`src/rtl/smsdac_pkg.sv`:
```
// smsdac_pkg: shared constants, types and helpers for the tree-structured
// mismatch-shaping encoder (mode codes, dither LFSR taps, node split math).
package smsdac_pkg;

    // Shaping mode codes; 2'd3 behaves exactly like MODE_SHAPE1.
    localparam logic [1:0] MODE_FIXED      = 2'd0;
    localparam logic [1:0] MODE_SHAPE1     = 2'd1;
    localparam logic [1:0] MODE_RAND       = 2'd2;
    localparam logic [1:0] MODE_SHAPE1_ALT = 2'd3;

    // 16-bit Fibonacci LFSR, polynomial x^16+x^14+x^13+x^11.
    // With a right shift the feedback taps land on bits 0, 2, 3 and 5.
    localparam int          LFSR_W    = 16;
    localparam logic [15:0] LFSR_TAPS = 16'h002D;

    // Working width of the split helper; tree depth must stay at or below 15.
    localparam int SPLIT_W = 16;

    // Split sign applied at a node: top = (x+s)/2, bottom = (x-s)/2.
    typedef enum logic [1:0] {
        SIGN_ZERO = 2'd0,
        SIGN_POS  = 2'd1,
        SIGN_NEG  = 2'd2
    } sign_e;

    typedef struct packed {
        logic [SPLIT_W-1:0] top;
        logic [SPLIT_W-1:0] bottom;
    } split_t;

    // Split x into its two halves. For odd x the extra unit goes to the
    // top child when s is positive and to the bottom child when negative;
    // even x is only ever split with SIGN_ZERO.
    function automatic split_t split_node(input logic [SPLIT_W-1:0] x,
                                          input sign_e s);
        split_t             r;
        logic [SPLIT_W-1:0] half;
        half     = x >> 1;
        r.top    = half + SPLIT_W'(s == SIGN_POS);
        r.bottom = half + SPLIT_W'(s == SIGN_NEG);
        return r;
    endfunction

    // One LFSR advance: feedback enters at the MSB, register shifts right.
    function automatic logic [LFSR_W-1:0] lfsr_next(input logic [LFSR_W-1:0] l);
        return {^(l & LFSR_TAPS), l[LFSR_W-1:1]};
    endfunction

endpackage

```
`src/rtl/smsdac_switch_block.sv`:
```
// smsdac_switch_block: one node of the encoder tree. Splits an input count
// over 2^K elements into top/bottom halves, choosing where an odd unit goes
// from the shaping mode, its own toggle state, or a dither bit.
module smsdac_switch_block
    import smsdac_pkg::*;
#(
    parameter int K = 1
) (
    input  logic         clk,
    input  logic         rst_n,
    input  logic         en,
    input  logic [1:0]   mode,
    input  logic         rnd,
    input  logic [K:0]   x,
    output logic [K-1:0] top,
    output logic [K-1:0] bottom
);

    logic   state;
    sign_e  sgn;
    split_t sp;
    logic   unused_split_bits;

    // Choose the split sign; only odd inputs carry a nonzero sign.
    always_comb begin
        sgn = SIGN_ZERO;
        if (x[0]) begin
            case (mode)
                MODE_FIXED: sgn = SIGN_POS;
                MODE_RAND:  sgn = rnd ? SIGN_POS : SIGN_NEG;
                default:    sgn = state ? SIGN_NEG : SIGN_POS;
            endcase
        end
    end

    // Apply the split; halves of a (K+1)-bit count always fit in K bits.
    always_comb begin
        sp     = split_node(SPLIT_W'(x), sgn);
        top    = sp.top[K-1:0];
        bottom = sp.bottom[K-1:0];
    end

    assign unused_split_bits = ^{sp.top[SPLIT_W-1:K], sp.bottom[SPLIT_W-1:K]};

    // First-order shaping state: flips each time an accepted odd input
    // is split in a shaping mode, so odd units alternate top/bottom.
    always_ff @(posedge clk) begin
        if (!rst_n) begin
            state <= 1'b0;
        end else if (en && x[0] &&
                     (mode == MODE_SHAPE1 || mode == MODE_SHAPE1_ALT)) begin
            state <= ~state;
        end
    end

endmodule

```
`src/rtl/smsdac_tree_encoder.sv`:
```
// smsdac_tree_encoder: converts a sampled code (0..2^DEPTH, saturating) into
// 2^DEPTH registered unit-element enables through a binary tree of switch
// blocks. Owns input saturation, the dither LFSR and the output register.
// Handshake: a sample is taken on every rising edge where sample_valid is
// high (no backpressure); the matching elem appears one edge later with a
// single-cycle elem_valid pulse, and elem holds its value otherwise.
module smsdac_tree_encoder
    import smsdac_pkg::*;
#(
    parameter int          DEPTH     = 3,
    parameter logic [15:0] LFSR_SEED = 16'hACE1,
    localparam int         NE        = 1 << DEPTH,
    localparam int         CW        = DEPTH + 1
) (
    input  logic          clk,
    input  logic          rst_n,
    input  logic          sample_valid,
    input  logic [CW-1:0] code,
    input  logic [1:0]    mode,
    output logic [NE-1:0] elem,
    output logic          elem_valid
);

    // Bit offset of tree level l in the flat bus. Level l holds 2^l counts,
    // each (DEPTH-l+1) bits wide; level DEPTH is the 1-bit leaf level.
    function automatic int lvl_off(input int l);
        int o;
        o = 0;
        for (int m = 0; m < l; m++) begin
            o += (1 << m) * (DEPTH - m + 1);
        end
        return o;
    endfunction

    localparam int BUS_W    = lvl_off(DEPTH + 1);
    localparam int LEAF_OFF = lvl_off(DEPTH);

    logic [BUS_W-1:0]  tree_bus;
    logic [CW-1:0]     code_sat;
    logic [NE-1:0]     leaf_elem;
    logic [LFSR_W-1:0] lfsr;

    // Codes above the element count clamp to "all elements on".
    always_comb begin
        code_sat = (code > CW'(NE)) ? CW'(NE) : code;
    end

    assign tree_bus[CW-1:0] = code_sat;

    // Tree nodes in heap order: node (lvl, j) has heap index 2^lvl-1+j;
    // its top child is (lvl+1, 2j) and bottom child (lvl+1, 2j+1).
    for (genvar lvl = 0; lvl < DEPTH; lvl++) begin : g_lvl
        for (genvar j = 0; j < (1 << lvl); j++) begin : g_node
            localparam int K     = DEPTH - lvl;
            localparam int X_OFF = lvl_off(lvl) + j * (K + 1);
            localparam int T_OFF = lvl_off(lvl + 1) + (2 * j) * K;
            localparam int B_OFF = T_OFF + K;
            localparam int HEAP  = (1 << lvl) - 1 + j;

            smsdac_switch_block #(
                .K(K)
            ) u_node (
                .clk    (clk),
                .rst_n  (rst_n),
                .en     (sample_valid),
                .mode   (mode),
                .rnd    (lfsr[HEAP % LFSR_W]),
                .x      (tree_bus[X_OFF +: K + 1]),
                .top    (tree_bus[T_OFF +: K]),
                .bottom (tree_bus[B_OFF +: K])
            );
        end
    end

    // Leftmost leaf in heap order is the topmost element.
    for (genvar c = 0; c < NE; c++) begin : g_leaf
        assign leaf_elem[NE-1-c] = tree_bus[LEAF_OFF + c];
    end

    // Output register, valid pulse and dither LFSR; nodes see the
    // pre-advance LFSR value for the sample being accepted.
    always_ff @(posedge clk) begin
        if (!rst_n) begin
            elem       <= '0;
            elem_valid <= 1'b0;
            lfsr       <= LFSR_SEED;
        end else begin
            elem_valid <= sample_valid;
            if (sample_valid) begin
                elem <= leaf_elem;
                lfsr <= lfsr_next(lfsr);
            end
        end
    end

endmodule

```
`config.mk`:
```
export PLATFORM = sky130hd
export DESIGN_NAME = smsdac_tree_encoder
export DESIGN_NICKNAME = d
export VERILOG_FILES = /design/src/rtl/smsdac_pkg.sv /design/src/rtl/smsdac_switch_block.sv /design/src/rtl/smsdac_tree_encoder.sv
export SDC_FILE = /design/constraint.sdc
export NUM_CORES = 1
export LEC_CHECK = 0
export BUFFER_PORTS_ARGS = -buffer_cell sky130_fd_sc_hd__buf_2
export CORE_MARGIN = 1.5
export CORE_UTILIZATION = 40
export CTS_CLUSTER_DIAMETER = 40
export DETAILED_ROUTE_END_ITERATION = 8
export SYNTH_ARGS = -nofsm -noshare
export SYNTH_HDL_FRONTEND = slang
export SYNTH_SLANG_ARGS = --single-unit
```
`constraint.sdc`:
```
create_clock -name clk -period 3.6 [get_ports clk]
set_input_delay 0.72 -clock clk [delete_from_list [all_inputs] [get_ports clk]]
set_output_delay 0.72 -clock clk [all_outputs]
set_load 0.05 [all_outputs]
```
==> impl_metrics.tcl <==
set metrics [dict create \
    status "completed" \
    drv.max_cap_violation_count 0 \
    netlist.area_leader.share 0.364 \
    postLayoutCoreUtil 0.477 \
    cts_tree "built" \
    layout.nets 209 \
    grt.overflow.total 0 \
    crit_path_max_fanout 11 \
    routed-wl-met3_microns 105 \
    cts_root_buf "clkbuf_8" \
    design.core.area_sq_um 4120 \
    cts_setup_buffers 0 \
    fin_crit_ns 2.73 \
    hold_viol 0 \
    met2RoutedLength_microns 1620 \
    worstHoldPathType "flip-flop to flip-flop" \
    synth_area_per_cell_sq_um 9.95 \
    wl_met1_microns 1640 \
    yosys.cell_count.top_type "dfxtp_1" \
    worst_margin_pin_slew_ns 0.493 \
    die_area_sq_um 4810 \
    rsz0062_at_grt "no" \
    synth_instances 177 \
    synth.largest_area_cell "dfxtp_1" \
    synth_top_cells_by_area "dfxtp_1 36%, mux2i_1 8.5%, ha_1 5.7%, xnor2_1 4.5%, and2_1 3.9%" \
    final_report_setup_violation_count 0 \
    clkLatencyLatePin_ns 0.28 \
    worst-endpoint-required_ns 3.77 \
    routed_wire_length_per_instance_microns 13.9 \
    synth.distinct_cells 35 \
    dr.max_layer_used "met4" \
    ioPinCount 18 \
    number_of_global_route_vias_before_repair 1340 \
    holdWs_ns 0.474 \
    critical_path.endpoint_type "flip-flop" \
    grt_max_degree 40 \
    critical_path_s_slowest_cell "ha_1" \
    die_height_microns 69.4 \
    rows 23 \
    synthTopCellsByCount "32 x dfxtp_1, 15 x mux2i_1, 11 x and2_1, 11 x nand2_1, 10 x nor2b_1" \
    async_s_r_ff_share_synth 0 \
    number_of_antenna_violations_at_the_first_check_in_global_routing 0 \
    synth_area_sq_um 1760 \
    cp_cell_sequence "buf_2, nor3b_1, a21oi_1, nor2_1, ha_1, ha_1, ha_1, a21bo_1, or3_1, o211a_1" \
    initial_utilization 0.428 \
    fmaxAchievable_mhz 366 \
    io_buffers 17 \
    fin_skew_ns 0.00591 \
    cpPeakStageDelay_ns 0.36 \
    stdcell_count 243 \
    cellLeakagePower_nw 0.846 \
    drt_drc_violations_left 0 \
    critPathMostFrequentCell "ha_1" \
    hold_buf_cts 0 \
    place.detailed.hpwl_microns 2270 \
    wirelength_microns 3390 \
    power_per_cell_area_nw_per_um2 430 \
    maxSlewHeadroom 0.671 \
    ant_diodes 0 \
    layout-drive-gt1-share 0.161 \
    final-max-slew-violation-count 0 \
    ys.flop_type "dfxtp_1" \
    start_kind "input port" \
    grt_pass1_wl_microns 6140 \
    drtPass1Iterations 4 \
    cts_resized 0 \
    vdd_drop_max_v 0.000203 \
    worst_setup_path_class "input port to flip-flop" \
    drt_iter0_markers 61 \
    cts-buffers-inserted 5 \
    gpl.final_weighted_congestion 0.747 \
    cts.reportedPaths.clkPinSlew_ns 0.06 \
    final_antenna_net_count 0 \
    mappedNetlistNets 194 \
    cp_data_arrival_time_ns 2.90 \
    synth-warning-count 0 \
    area_delta_synth_final_pct 11.5 \
    setup-tns-final_ns 0 \
    seq_area_frac_synth 0.364 \
    number_of_synthesized_flops_with_an_enable_pin 0 \
    synth_seq_cells 32 \
    placed_cells 235 \
    detailroute.via_count 1312 \
    cts.htree.levels 2 \
    final.period_utilization 0.759 \
    dieWidth_microns 69.4 \
    globalRouteTotalUtil 0.157 \
    route.detailed.vias_per_inst 5.40 \
    clk_sink_count 32 \
    max-clock-path-buffers 2 \
]
-- worst paths after layout --
path	slack, ns	from	endpoint	cells past startpoint
worst min-delay path	0.47	lfsr[11]	lfsr[11]	2
worst max register to register	1.16	lfsr[0]	elem[3]	9
worst min register to register	0.47	lfsr[11]	lfsr[11]	2
worst max-delay path	0.87	mode[1]	elem[3]	10
-- routing by layer --
metal  vias up  track usage
li1        667            -
met1       621        0.196
met2        20        0.257
met3         4       0.0407
met4         0       0.0610
met5         -            0
-- placed cells by master, fill, tap and decap left out, types with 3 or more instances in the layout --
master and count:
nor3b_1 5, nand3_1 8, a31oi_1 4, dfxtp_1 32
or3_1 3, nand4_1 4, and2_1 11, buf_2 17
ha_1 8, o211a_1 4, nand2_1 11, o21ai_0 5
a21oi_1 3, nor2b_1 10, o21a_1 4, mux2i_1 15
clkbuf_8 6, xnor2_1 9, o211ai_1 5
-- worst max-delay path: cells and delay by family --
family,cells,cell delay (ns)
AND/OR/NAND/NOR,3,0.74
adder cells (fa/ha/maj),3,0.76
AO/OA/AOI/OAI,3,0.50
buffers and inverters,1,0.18
-- per-stage QoR --
step	worst slack, ns	power [mW]	area [sq um]
2_1_floorplan	0.513	0.535	1760
3_3_place_gp	0.698	0.564	1870
3_5_place_dp	0.588	0.569	1870
4_1_cts	0.873	0.858	1960
5_1_grt	0.686	0.894	1960
6_report	0.868	0.845	1960
-- logic make-up after synthesis --
family	after synthesis	synth area share
fa+ha+maj	8	0.0568
mux	15	0.0852
simple gates	62	0.218
xor+xnor	13	0.0973
buf+inv	12	0.0327
flops	32	0.364
compound gates	35	0.146
-- state kept, by name, summed over array words and instances (netlist names) --
name,flops
elem_valid,1
elem,8
lfsr,16
g_lvl.g_node.u_node.state,7
-- cell type report --
| class | count | area (sq um) |
|---|---|---|
| fill | 408 | 2150 |
| multi-input combinational | 133 | 1060 |
| sequential | 32 | 641 |
| timing repair buffer | 19 | 100 |
| clock buffer | 7 | 86.3 |
| tap | 50 | 62.6 |
| clock inverter | 1 | 7.51 |
| inverter | 1 | 3.75 |
-- where the power goes --
part,leakage (nW),internal [mW],switching [mW]
Combinational,0.537,0.0706,0.0959
Clock,0.0445,0.155,0.129
Sequential,0.264,0.379,0.0156
Total,0.846,0.605,0.240
(Power assumes the default switching activity.)
